--- config.mk ---
export PLATFORM = sky130hd
export DESIGN_NAME = serializer_param_flat
export DESIGN_NICKNAME = d
export VERILOG_FILES = /design/src/rtl/serializer_param_if.sv /design/src/rtl/serializer_param.sv /design/src/flat_wrapper.sv
export SDC_FILE = /design/constraint.sdc
export NUM_CORES = 1
export LEC_CHECK = 0
export CAP_MARGIN = 15
export CORE_MARGIN = 2
export CORE_UTILIZATION = 45
export CTS_CLUSTER_SIZE = 28
export DETAILED_ROUTE_END_ITERATION = 8
export PLACE_DENSITY_LB_ADDON = 0.25
export SYNTH_ARGS = -nofsm -noshare
export SYNTH_HDL_FRONTEND = slang
export SYNTH_SLANG_ARGS = --single-unit
--- constraint.sdc ---
create_clock -name clk_i -period 1.85 [get_ports clk_i]
set_input_delay 0.185 -clock clk_i [delete_from_list [all_inputs] [get_ports clk_i]]
set_output_delay 0.185 -clock clk_i [all_outputs]
set_load 0.1 [all_outputs]
--- src/rtl/serializer_param_if.sv ---
// rtl/serializer_param_if.sv - word-in / bit-out handshake bundle for serializer_param
//
// Purpose: carries the parallel word channel (word, bit count, valid/ready)
// and the serial output channel (bit, bit valid) between a producer and
// serializer_param.
//
// Signals:
//   data_i          DATA_W  parallel word
//   data_mod_i      MOD_W   bit count, 0 means DATA_W bits
//   data_val_i      1       word valid
//   data_rdy_o      1       serializer can accept a word
//   ser_data_o      1       serial bit
//   ser_data_val_o  1       ser_data_o carries a valid bit this cycle
//
// Modports:
//   slave   serializer side (consumes words, produces serial bits)
//   master  producer/sink side (drives words, observes serial bits)

interface serializer_param_if #(
  parameter int DATA_W = 16
);
  localparam int MOD_W = $clog2(DATA_W);

  logic [DATA_W-1:0] data_i;
  logic [MOD_W-1:0]  data_mod_i;
  logic              data_val_i;
  logic              data_rdy_o;
  logic              ser_data_o;
  logic              ser_data_val_o;

  modport slave (
    input  data_i,
    input  data_mod_i,
    input  data_val_i,
    output data_rdy_o,
    output ser_data_o,
    output ser_data_val_o
  );

  modport master (
    output data_i,
    output data_mod_i,
    output data_val_i,
    input  data_rdy_o,
    input  ser_data_o,
    input  ser_data_val_o
  );
endinterface

--- src/rtl/serializer_param.sv ---
// rtl/serializer_param.sv - parametrised parallel-to-serial converter with one-word holding buffer
//
// Purpose: accepts a DATA_W-bit word plus a bit count over a valid/ready
// handshake and shifts that many bits out on a single wire, MSB- or
// LSB-first. A one-entry holding buffer lets the producer stream words
// back to back with no idle cycle between them. Words whose effective
// length is below MIN_LEN are consumed, dropped and flagged on err_o.
//
// Parameters:
//   DATA_W     parallel word width (>= 2)
//   MIN_LEN    shortest legal transfer length in bits (1 .. DATA_W)
//   MSB_FIRST  1: send data[DATA_W-1] downward, 0: send data[0] upward
//
// Ports:
//   clk_i    in   clock, all logic on the rising edge
//   arst_i   in   asynchronous active-high reset
//   bus      slave modport of serializer_param_if (word in, serial out)
//   busy_o   out  shifter active or holding buffer occupied
//   err_o    out  one-cycle pulse: an accepted word had an illegal length

module serializer_param #(
  parameter int DATA_W    = 16,
  parameter int MIN_LEN   = 3,
  parameter bit MSB_FIRST = 1'b1
) (
  input  logic              clk_i,
  input  logic              arst_i,
  serializer_param_if.slave bus,
  output logic              busy_o,
  output logic              err_o
);

  // Counter must hold DATA_W itself, hence one more bit than the mod field
  // for power-of-two widths.
  localparam int CNT_W = $clog2(DATA_W + 1);
  localparam logic [CNT_W-1:0] LEN_MAX = CNT_W'(DATA_W);
  localparam logic [CNT_W-1:0] LEN_MIN = CNT_W'(MIN_LEN);
  localparam logic [CNT_W-1:0] CNT_ONE = CNT_W'(1);

  typedef enum logic {
    IDLE  = 1'b0,
    SHIFT = 1'b1
  } state_t;

  state_t            state_q, state_d;
  logic [DATA_W-1:0] shift_q, shift_d;
  logic [CNT_W-1:0]  cnt_q, cnt_d;        // bits still to send, incl. current
  logic [DATA_W-1:0] buf_data_q, buf_data_d;
  logic [CNT_W-1:0]  buf_len_q, buf_len_d;
  logic              buf_full_q, buf_full_d;
  logic              err_q, err_d;

  logic              accept;
  logic              in_legal;
  logic [CNT_W-1:0]  in_len;
  logic              last_bit;
  logic              can_load;
  logic [DATA_W-1:0] shift_next;

  // Ready is held low during reset so nothing is handshaken while the
  // storage is being cleared.
  assign bus.data_rdy_o = !buf_full_q && !arst_i;
  assign accept         = bus.data_val_i && bus.data_rdy_o;

  assign in_len   = (bus.data_mod_i == '0) ? LEN_MAX : CNT_W'(bus.data_mod_i);
  assign in_legal = (in_len >= LEN_MIN) && (in_len <= LEN_MAX);

  // The shifter can take a new word when idle or while emitting its final
  // bit; that is what makes back-to-back words gapless.
  assign last_bit = (state_q == SHIFT) && (cnt_q == CNT_ONE);
  assign can_load = (state_q == IDLE) || last_bit;

  // The outgoing bit is always at the same end of the register; the word is
  // loaded unaligned and shifted towards that end.
  assign shift_next = MSB_FIRST ? (shift_q << 1) : (shift_q >> 1);

  always_comb begin
    state_d    = state_q;
    shift_d    = shift_q;
    cnt_d      = cnt_q;
    buf_data_d = buf_data_q;
    buf_len_d  = buf_len_q;
    buf_full_d = buf_full_q;
    err_d      = accept && !in_legal;

    if (state_q == SHIFT) begin
      shift_d = shift_next;
      cnt_d   = cnt_q - CNT_ONE;
      if (last_bit) begin
        state_d = IDLE;
      end
    end

    // The buffered word is older than anything on the input, so it wins.
    // While the buffer is full ready is low, so no input can be accepted
    // in the same cycle the buffer drains.
    if (can_load && buf_full_q) begin
      shift_d    = buf_data_q;
      cnt_d      = buf_len_q;
      state_d    = SHIFT;
      buf_full_d = 1'b0;
    end else if (can_load && accept && in_legal) begin
      shift_d = bus.data_i;
      cnt_d   = in_len;
      state_d = SHIFT;
    end else if (accept && in_legal) begin
      buf_data_d = bus.data_i;
      buf_len_d  = in_len;
      buf_full_d = 1'b1;
    end
  end

  always_ff @(posedge clk_i or posedge arst_i) begin
    if (arst_i) begin
      state_q    <= IDLE;
      shift_q    <= '0;
      cnt_q      <= '0;
      buf_data_q <= '0;
      buf_len_q  <= '0;
      buf_full_q <= 1'b0;
      err_q      <= 1'b0;
    end else begin
      state_q    <= state_d;
      shift_q    <= shift_d;
      cnt_q      <= cnt_d;
      buf_data_q <= buf_data_d;
      buf_len_q  <= buf_len_d;
      buf_full_q <= buf_full_d;
      err_q      <= err_d;
    end
  end

  // Leftover register bits after the final shift are masked by the state.
  assign bus.ser_data_val_o = (state_q == SHIFT);
  assign bus.ser_data_o     = (state_q == SHIFT) &&
                              (MSB_FIRST ? shift_q[DATA_W-1] : shift_q[0]);
  assign busy_o             = (state_q == SHIFT) || buf_full_q;
  assign err_o              = err_q;

endmodule

--- src/flat_wrapper.sv ---
// flat-port wrapper written by rule: the top's interface ports become plain ports
module serializer_param_flat 
#(
  parameter int DATA_W    = 16,
  parameter int MIN_LEN   = 3,
  parameter bit MSB_FIRST = 1'b1
)
  (clk_i, arst_i, busy_o, err_o, bus_data_i, bus_data_mod_i, bus_data_val_i, bus_data_rdy_o, bus_ser_data_o, bus_ser_data_val_o);
  serializer_param_if #(.DATA_W(DATA_W)) bus_i ();
  input  logic clk_i;
  input  logic arst_i;
  output logic busy_o;
  output logic err_o;
  input wire logic [$bits(bus_i.data_i)-1:0] bus_data_i;
  input wire logic [$bits(bus_i.data_mod_i)-1:0] bus_data_mod_i;
  input wire logic [$bits(bus_i.data_val_i)-1:0] bus_data_val_i;
  output wire logic [$bits(bus_i.data_rdy_o)-1:0] bus_data_rdy_o;
  output wire logic [$bits(bus_i.ser_data_o)-1:0] bus_ser_data_o;
  output wire logic [$bits(bus_i.ser_data_val_o)-1:0] bus_ser_data_val_o;
  assign bus_i.data_i = bus_data_i;
  assign bus_i.data_mod_i = bus_data_mod_i;
  assign bus_i.data_val_i = bus_data_val_i;
  assign bus_data_rdy_o = bus_i.data_rdy_o;
  assign bus_ser_data_o = bus_i.ser_data_o;
  assign bus_ser_data_val_o = bus_i.ser_data_val_o;
  serializer_param #(.DATA_W(DATA_W), .MIN_LEN(MIN_LEN), .MSB_FIRST(MSB_FIRST)) u_core (.clk_i(clk_i), .arst_i(arst_i), .bus(bus_i), .busy_o(busy_o), .err_o(err_o));
endmodule
# ---- Yosys cells after proc, flatten, opt, wreduce, memory -nomap -nowiden
# Index checks and enable logic that the tools add are counted.
dict set report totals {
  register_bits 45
  out_inout_bits 5
}
dict set report op_classes {
  addsub 1
  n_lt_le_gt_ge 2
  eq_ne 2
  n_mux 14
  bitwise_logic 3
  reduce_logical 20
}
# op count
set op_table {}
lappend op_table {{$mux 16} 3}
lappend op_table {{$mux 5} 4}
lappend op_table {{$logic_and 1x1->1} 10}
lappend op_table {{$mux 1} 7}
lappend op_table {{$eq 5x1->1 const B} 1}
lappend op_table {{$ge 5x2->1 const B} 1}
lappend op_table {{$le 5x5->1 const B} 1}
lappend op_table {{$sub 5x1->5 const B} 1}
lappend op_table {{$logic_not 4->1} 1}
lappend op_table {{$logic_not 1->1} 3}
lappend op_table {{$not 1->1} 3}
lappend op_table {{$reduce_and 3->1} 1}
lappend op_table {{$reduce_bool 3->1} 1}
lappend op_table {{$logic_or 1x1->1} 2}
lappend op_table {{$ne 2x1->1 const B} 1}
lappend op_table {{$reduce_and 2->1} 1}
lappend op_table {{$reduce_bool 2->1} 1}

# ---- Logic depth before layout (Yosys ltp)
dict set report depth {
  depth_word 8
  depth_mapped 8
  mapped_depth_nobuf 7
}

# ---- Worst setup path after synthesis
# Ideal clock, no wire load.
dict set report synth_timing {
  path_type {reg2reg}
  startpoint {register u_core.state_q (netlist: u_core.bus.ser_data_val_o)}
  endpoint {register u_core.shift_q[1]}
  t_arrival_ns 2.871
  path_slack_ns -1.153
  path_stages_with_launch 8
  n_path_buf 3
  path_cell_list {dfrtp_1 > clkbuf_1 > or2_2 > clkbuf_1 > nor2_2 > buf_2 > a22oi_1 > o21ai_1}
}
dict set report synth_via {
  elab_chain_cells 6
}
# item line
set synth_rtl {}
lappend synth_rtl {{start: declaration} serializer_param.sv:45} ;# state_t state_q, state_d;
lappend synth_rtl {{start signal: assignment} serializer_param.sv:123} ;# state_q <= state_d;
lappend synth_rtl {{$logic_and 1x1->1 / $not 1->1 (equally long branches)} {serializer_param.sv:70, serializer_param.sv:71}}
lappend synth_rtl {{$logic_or 1x1->1} serializer_param.sv:71} ;# assign can_load = (state_q == IDLE) || last_bit;
lappend synth_rtl {{$logic_and 1x1->1 (2 in series)} serializer_param.sv:102} ;# end else if (can_load && accept && in_legal) begin
lappend synth_rtl {{$mux 16} serializer_param.sv:102}
lappend synth_rtl {{$mux 16} serializer_param.sv:97} ;# if (can_load && buf_full_q) begin
lappend synth_rtl {{end signal: assignment} serializer_param.sv:124} ;# shift_q <= shift_d;
lappend synth_rtl {{end: declaration} serializer_param.sv:46} ;# logic [DATA_W-1:0] shift_q, shift_d;
# Parallel ways exist; a longest one is shown, timed or not.
# A chain may end at the register's enable or synchronous reset.

# ---- Final worst setup path
dict set report layout_timing {
  startpoint {register u_core.cnt_q[1]}
  endpoint {register u_core.buf_data_q[12]}
}
dict set report layout_via {
  elab_chain_cells 7
}
# item line
set layout_rtl {}
lappend layout_rtl {{start: declaration} serializer_param.sv:47} ;# logic [CNT_W-1:0] cnt_q, cnt_d;
lappend layout_rtl {{start signal: assignment} serializer_param.sv:125} ;# cnt_q <= cnt_d;
lappend layout_rtl {{$eq 5x1->1 *} serializer_param.sv:70} ;# assign last_bit = (state_q == SHIFT) && (cnt_q == CNT_ONE);
lappend layout_rtl {{$logic_and 1x1->1 *} serializer_param.sv:70}
lappend layout_rtl {{$logic_or 1x1->1 *} serializer_param.sv:71}
lappend layout_rtl {{$logic_and 1x1->1 (2 in series)} serializer_param.sv:102}
lappend layout_rtl {{$not 1->1 (no source line)} --}
lappend layout_rtl {{$reduce_and 3->1 (no source line) *} --}
lappend layout_rtl {{end signal: assignment} serializer_param.sv:126} ;# buf_data_q <= buf_data_d;
lappend layout_rtl {{end: declaration} serializer_param.sv:48} ;# logic [DATA_W-1:0] buf_data_q, buf_data_d;
# Every way passes the cells marked *; elsewhere a longest branch is shown, timed or not.

==> out/qor_table.md <==
| Item | Reported | Unit |
|---|---|---|
| Crit path setup slack, layout | -0.101 | ns |
| RSZ-0062 raised after global routing | true | - |
| Portion of total power attributed to the clock network | 0.153 | - |
| Layout cell share with drive strength beyond 1 | 0.367 | - |
| Slew at the pin closest to its max-slew limit | 0.449 | ns |
| PD cells | 1660 | nW/um^2 |
| Buffer cell driving the clock tree root | sky130_fd_sc_hd__clkbuf_8 | - |
| Total congestion overflow | 0 | - |
| Ranking of synthesized cells by area | sky130_fd_sc_hd__dfrtp_1 51%, sky130_fd_sc_hd__mux2_4 14%, sky130_fd_sc_hd__a22oi_1 11% | - |
| Required time at the endpoint of the critical path | 2.04 | ns |
| Overall die width | 74.3 | microns |
| Critical Path Source | u_core.cnt_q[1]$_DFFE_PP0P_ | - |
| Number of different library cells in the post-synthesis netlist | 35 | - |
| Largest clock skew in the final design | 0.00844 | ns |
| Routability-driven placement congestion ratio | 0.959 | - |
| Destination of the worst register-to-register timing path | u_core.buf_data_q[12]$_DFFE_PP0P_ | - |
| Largest area contributor in the synthesized netlist | sky130_fd_sc_hd__dfrtp_1 | - |
| Placeable core region | 4750 | sq um |
| Number of buffers added by the clock tree synthesis step | 5 | - |
| Most common library cell in the layout ignoring fill and taps | sky130_fd_sc_hd__dfrtp_1 | - |
| Multi-input gate area in the final layout | 1090 | sq um |
| Mean routed wirelength per cell | 17.3 | microns |
| Combinational share of power | 0.505 | - |
| Via count of the first global-routing pass | 1,792 | - |
| Critical Path Sink | u_core.buf_data_q[12]$_DFFE_PP0P_ | - |
| Clock tree from TritonCTS | built | - |
| Crit share post-route | 1.05 | - |
| Most frequent cells in the layout | 44 x sky130_fd_sc_hd__dfrtp_1, 30 x sky130_fd_sc_hd__a22oi_1, 29 x sky130_fd_sc_hd__buf_4 | - |
| Sw Ratio | 0.375 | - |
| Leakage power summed over all cells | 1.33 | nW |
| Number of cells in the design after placement | 290 | - |
| Syn avg cell area | 11.9 | sq um |
| Overall global routing resource usage | 0.208 | - |
| Drc violations | 0 | - |
| Final worst path period need | 1.95 | ns |
| Overall via count from detail_route | 1,734 | - |
| Hold WS | 0.426 | ns |
| I/O pin count | 28 | - |
| Number of max-slew violations in the final report | 0 | - |
| Syn nets | 211 | - |
| Design internal power | 3.15 | mW |
| Netlist area before placement | 2220 | sq um |
| Final antenna diode count | 0 | - |
| Remaining max-slew budget at the tightest pin | 0.700 | - |
| Final hold vios | 0 | - |
| Maximum number of pins on one net before global-route repair | 46 | - |
| Number of warnings reported in the yosys synthesis log | 0 | - |
| Total Wirelength | 5.33 | mm |
| Final setup violation count | 36 | - |
| Antenna-violating nets left | 0 | - |
| Flop2flop setup slack | -0.10 | ns |
| Portion of the post-synthesis area used by sequential elements | 0.507 | - |
| Number of cells on the worst reg-to-reg path | 7 | - |
| Final nets | 264 | - |
| Number of sinks driven by the clock tree | 45 | - |
| Critical path start-end classification | reg2reg | - |
| Max-cap violations | 0 | - |
| Net switching power | 1.90 | mW |
| Antenna violations before repair | 0 | - |
| H-tree depth reported by CTS | 2 | - |
| Non-filler instance count after layout | 307 | - |
| Die span in y | 74.3 | microns |
| Fill cell total of the finished layout | 377 | - |
| Count of mapped cells out of synthesis | 186 | - |
| Sequential group share of total power | 0.342 | - |
| Latest clock arrival within the worst-skew pair | 0.30 | ns |
| Maximum clock insertion buffer count | 2 | - |
| Die footprint | 5520 | sq um |
| Crit path DAT | 2.14 | ns |
| CTS Hold Buffers Added | 0 | - |
| Drt initial violations | 120 | - |
| Violations in the final reports | negative setup slack | - |
| Standard-cell row count | 25 | - |
| Max Fanout on Critical Path | 7 | - |
| Endpoint kind of the worst setup timing path | flop | - |
| HPWL after detailed placement | 3.45 | mm |
| Vias per Instance | 5.65 | - |
| Reg-to-reg startpoint | u_core.cnt_q[1]$_DFFE_PP0P_ | - |
| Max Freq | 0.513 | GHz |
| Initial core utilization | 0.467 | - |
| Final TNS setup | -2.36 | ns |
| Peak supply drop | 0.000972 | V |
| Number of I/O port buffers | 27 | - |
| Worst min path class | in2async | - |
| Area Overhead vs Synth | 36.8 | % |
| First-pass GRT wire length | 8.56 | mm |
| Total power | 5.05 | mW |
| Number of synthesized register bits | 45 | - |
| Startpoint class of the critical path | flop | - |
| First-pass iteration count of the detailed router | 4 | - |
| Fraction of synthesized cell area taken by the top area cell type | 0.507 | - |
| Register area | 1130 | sq um |
| Result of the run | complete, but fails checks | - |
| Post-CTS clock slew at the launch and capture registers of the worst setup and hold paths | 0.09 | ns |
-- layout make-up --
type	instances	share of cell area
clock buffer	6	0.0272
clock inverter	2	0.0124
inverter	4	0.00494
multi-input combinational	124	0.360
sequential	45	0.372
tap	67	0.0276
timing repair buffer	59	0.196
-- layer usage --
layer,up-vias,share of wire,GRT usage
li1,804,-,-
met3,9,0.041,0.0407
met4,0,0.018,0.0714
met5,-,0,0
met2,55,0.52,0.359
met1,866,0.42,0.262
-- synthesized netlist by cell type, drive strengths merged --
cell type	count
nor2	9
o21ai	19
nand3	3
dfrtp	45
or4b	1
o22ai	1
mux2	21
nand2	12
ha	2
buf	8
nand3b	1
inv	4
or2	1
o221ai	3
nor4	1
nand4	1
xor2	1
a21oi	2
o31ai	1
a211oi	1
nor3	1
a22oi	33
and2	3
or3b	1
clkbuf	5
a22o	1
nor2b	1
o211ai	4
-- timing repair --
action / in CTS / in global routing
endpoints found under the setup margin: 38 / 41
resized for setup: 6 / 14
pin swaps: 2 / 3
gates cloned: 1 / 0
buffers inserted: 7 / 1
endpoints found under the hold margin: 0 / 0
-- worst min path at each step --
stage,from,end,slack [ns],cells past startpoint
finish,arst_i,u_core.buf_len_q[0]$_DFFE_PP0P_,0.43,4
detailed placement,u_core.shift_q[0]$_DFFE_PP0P_,u_core.shift_q[0]$_DFFE_PP0P_,0.49,2
global route,arst_i,u_core.buf_len_q[0]$_DFFE_PP0P_,0.46,4
CTS,arst_i,u_core.buf_len_q[1]$_DFFE_PP0P_,0.44,4
floorplan,bus_data_i[10],u_core.buf_data_q[10]$_DFFE_PP0P_,0.33,1
global placement,u_core.shift_q[0]$_DFFE_PP0P_,u_core.shift_q[0]$_DFFE_PP0P_,0.47,2
-- sequential cells by signal, indices dropped and copies added, names as in the netlist --
register / flops
u_core.shift_q: 16
u_core.err_o: 1
u_core.buf_data_q: 16
u_core.buf_len_q: 5
u_core.buf_full_q: 1
u_core.bus.ser_data_val_o: 1
u_core.cnt_q: 5
-- power groups by stage --
stage,registers (mW),clock network (mW),logic (mW)
after floorplan,1.68,0,1.61
after global placement,1.67,0,2.08
after detailed placement,1.70,0,2.18
after CTS,1.70,0.785,2.37
after global routing,1.77,0.828,2.74
final,1.73,0.774,2.55
-- per-stage QoR --
stage	cell area (sq um)	util	setup WS [ns]
finish	3040	0.639	-0.101
global route	3040	0.639	-0.172
CTS	2970	0.625	-0.0659
detailed placement	2740	0.577	-0.197
global placement	2740	0.577	-0.116
floorplan	2290	-	-0.00231
-- critical path, stage by stage, from the launching register on --
cell,delay [ns]
sky130_fd_sc_hd__dfrtp_1,0.40
sky130_fd_sc_hd__inv_2,0.08
sky130_fd_sc_hd__ha_4,0.11
sky130_fd_sc_hd__or4b_4,0.50
sky130_fd_sc_hd__and2_4,0.19
sky130_fd_sc_hd__nand2_8,0.09
sky130_fd_sc_hd__buf_12,0.15
sky130_fd_sc_hd__mux2_4,0.31
-- logic make-up (layout without fill, tap and decap cells) --
kind of cell,after synthesis,in the layout,synth area share
DFF,45,45,0.507
buffers and inverters,17,71,0.0473
muxes,21,21,0.140
adders and majority gates,2,2,0.0113
AOI/OAI and AO/OA,65,65,0.207
xor gates and xnor gates,1,1,0.00394
and+or+nand+nor,35,35,0.0833
(Power assumes the default switching activity.)
==> RTL edit (same flow settings) <==
Put one more register stage on the output `err_o`, cleared by the reset. The value now appears one clock later. The other outputs are not delayed to match. Comments in the files are not updated.
--- a/src/rtl/serializer_param.sv
+++ b/src/rtl/serializer_param.sv
@@ -136,5 +136,11 @@
                               (MSB_FIRST ? shift_q[DATA_W-1] : shift_q[0]);
   assign busy_o             = (state_q == SHIFT) || buf_full_q;
-  assign err_o              = err_q;
+  always_ff @(posedge clk_i or posedge arst_i) begin
+    if (arst_i) begin
+      err_o <= '0;
+    end else begin
+      err_o <= err_q;
+    end
+  end
 
 endmodule
Function: changed (a bounded check fails within 4 cycles, from zero or initial values and one cycle with arst_i high).
==> RTL edit against the original RTL <==
  * The run still ends with setup timing left
  * Power up 7.0%
  * Worst hold slack worse by 0.051 ns
  * Worst setup slack better by 0.059 ns
  * Routed wire length up 14%
  * Non-clock buffer count up 11
  * Design area up 8.3%
  * Sequential cell count up 1
  * Synthesized area up 3.7%
  * Via count up 12%
  * Critical path type unchanged
  * Largest cell class is now multi-input gates
  * Highest routed layer unchanged
==> RTL edit: results (changes against the original RTL) <==
Final nets=291 (+10%); Synth area leaders=dfrtp_1 50%, mux2_2 9.3%, a221o_1 7.4%; HPWL after DPL=3780 um (+9.6%); critical path fanouts, max=8 (+1); peak supply drop=0.762 mV (-22%); final setup margin=-0.0412 ns (+0.0593 ns); Final setup viols=21 (-42%); post-DR vias/cell=5.74 (+1.7%); synth cell count leaders=46 x dfrtp_1, 20 x nand2_1, 19 x mux2_2, 17 x a221o_1, 16 x a21oi_1; Leakage=1.44 nW (+8.3%); switching part of the total=0.378 (+0.00273); Seq pwr share=0.323 (-0.019); Netlist cell types=39 (+11%); violated checks=setup timing; worst hold path class=register to register; mean routed wirelength per cell=18.0 um (+4.0%); FF-to-FF End=u_core.buf_data_q[4]; status=complete, but fails checks; Worst slew margin=0.721 (+0.0209); proportion of layout cells with a drive suffix above 1=0.382 (+0.0154); RD Place Congestion=0.887 (-7.5%); Iteration-0 DRC Markers=173 (+44%); first-pass GRT wire length=9210 um (+7.7%); Seq/Total Area, Yosys=0.500 (-0.00703); placed inst area=2930 sq um (+6.9%); Global Route Usage Sum=0.219 (+0.0113)
-- RTL edit: cell types whose count changed after synthesis, moves of 9 or more --
cell	unedited run	this run
mux2_4	20	0
a22oi_1	33	7
a221o_1	0	17
o211ai_1	4	15
mux2_2	1	19
a21oi_1	1	16
nand2_1	11	20
-- RTL edit: worst max path at each step --
stage,from,to,depth (start not counted)
final,u_core.cnt_q[1],u_core.buf_data_q[4],7
after global routing,u_core.cnt_q[1],u_core.buf_len_q[0],7
after CTS,u_core.cnt_q[1],u_core.buf_len_q[0],7
after detailed placement,bus_data_mod_i[2],u_core.cnt_q[2],5
after global placement,bus_data_mod_i[2],u_core.cnt_q[2],5
after floorplan,u_core.bus.ser_data_val_o,u_core.cnt_q[2],5
-- RTL edit: per-layer routing --
| metal | vias to the layer above | global-route usage | part of all wire |
|---|---|---|---|
| met3 | 10 | 0.0450 | 0.056 |
| met2 | 58 | 0.331 | 0.46 |
| met5 | - | 0 | 0 |
| met1 | 964 | 0.320 | 0.47 |
| met4 | 0 | 0.0624 | 0.016 |
| li1 | 903 | - | - |
-- RTL edit: cells by family (layout without fill, tap and decap cells) --
family,count (synthesis),in the layout,synth area share
flip-flops,46,46,0.500
buffers and inverters,22,82,0.0511
AO/OA/AOI/OAI,69,70,0.224
AND/OR/NAND/NOR,45,45,0.108
multiplexers,21,21,0.103
adder cells (fa/ha/maj),2,2,0.0109
XOR/XNOR,1,1,0.00380
-- RTL edit: metrics by stage --
step	cells	setup slack (ns)	power (mW)	setup TNS [ns]
after floorplan	206	-0.0831	3.26	-1.22
after global placement	324	-0.158	4.02	-2.94
final	337	-0.0412	5.41	-0.538
after CTS	334	-0.0359	5.16	-0.620
after detailed placement	324	-0.185	4.07	-4.07
after global routing	337	-0.0829	5.70	-2.21
-- RTL edit: power by group through the flow --
stage	registers (mW)	clock network, mW	logic [mW]
after floorplan	1.73	0	1.53
after global placement	1.71	0	2.31
after detailed placement	1.73	0	2.34
after CTS	1.72	0.801	2.64
after global routing	1.79	0.838	3.08
final	1.75	0.788	2.87
-- RTL edit: area by class of cell --
| class | count | area (sq um) |
|---|---|---|
| clock buffers | 5 | 68.8 |
| flip-flops and latches | 46 | 1160 |
| inverters | 4 | 15.0 |
| fillers | 391 | 1720 |
| well taps | 70 | 87.6 |
| multi-input cells | 139 | 1230 |
| repair buffers | 70 | 686 |
| clock inverters | 3 | 48.8 |
-- RTL edit: what timing repair did --
item / CTS / global route
hold buffers: 0 / 0
pin swaps: 5 / 20
setup buffers: 1 / 2
setup endpoints to repair: 39 / 41
gates cloned: 1 / 1
gates resized for setup: 29 / 17
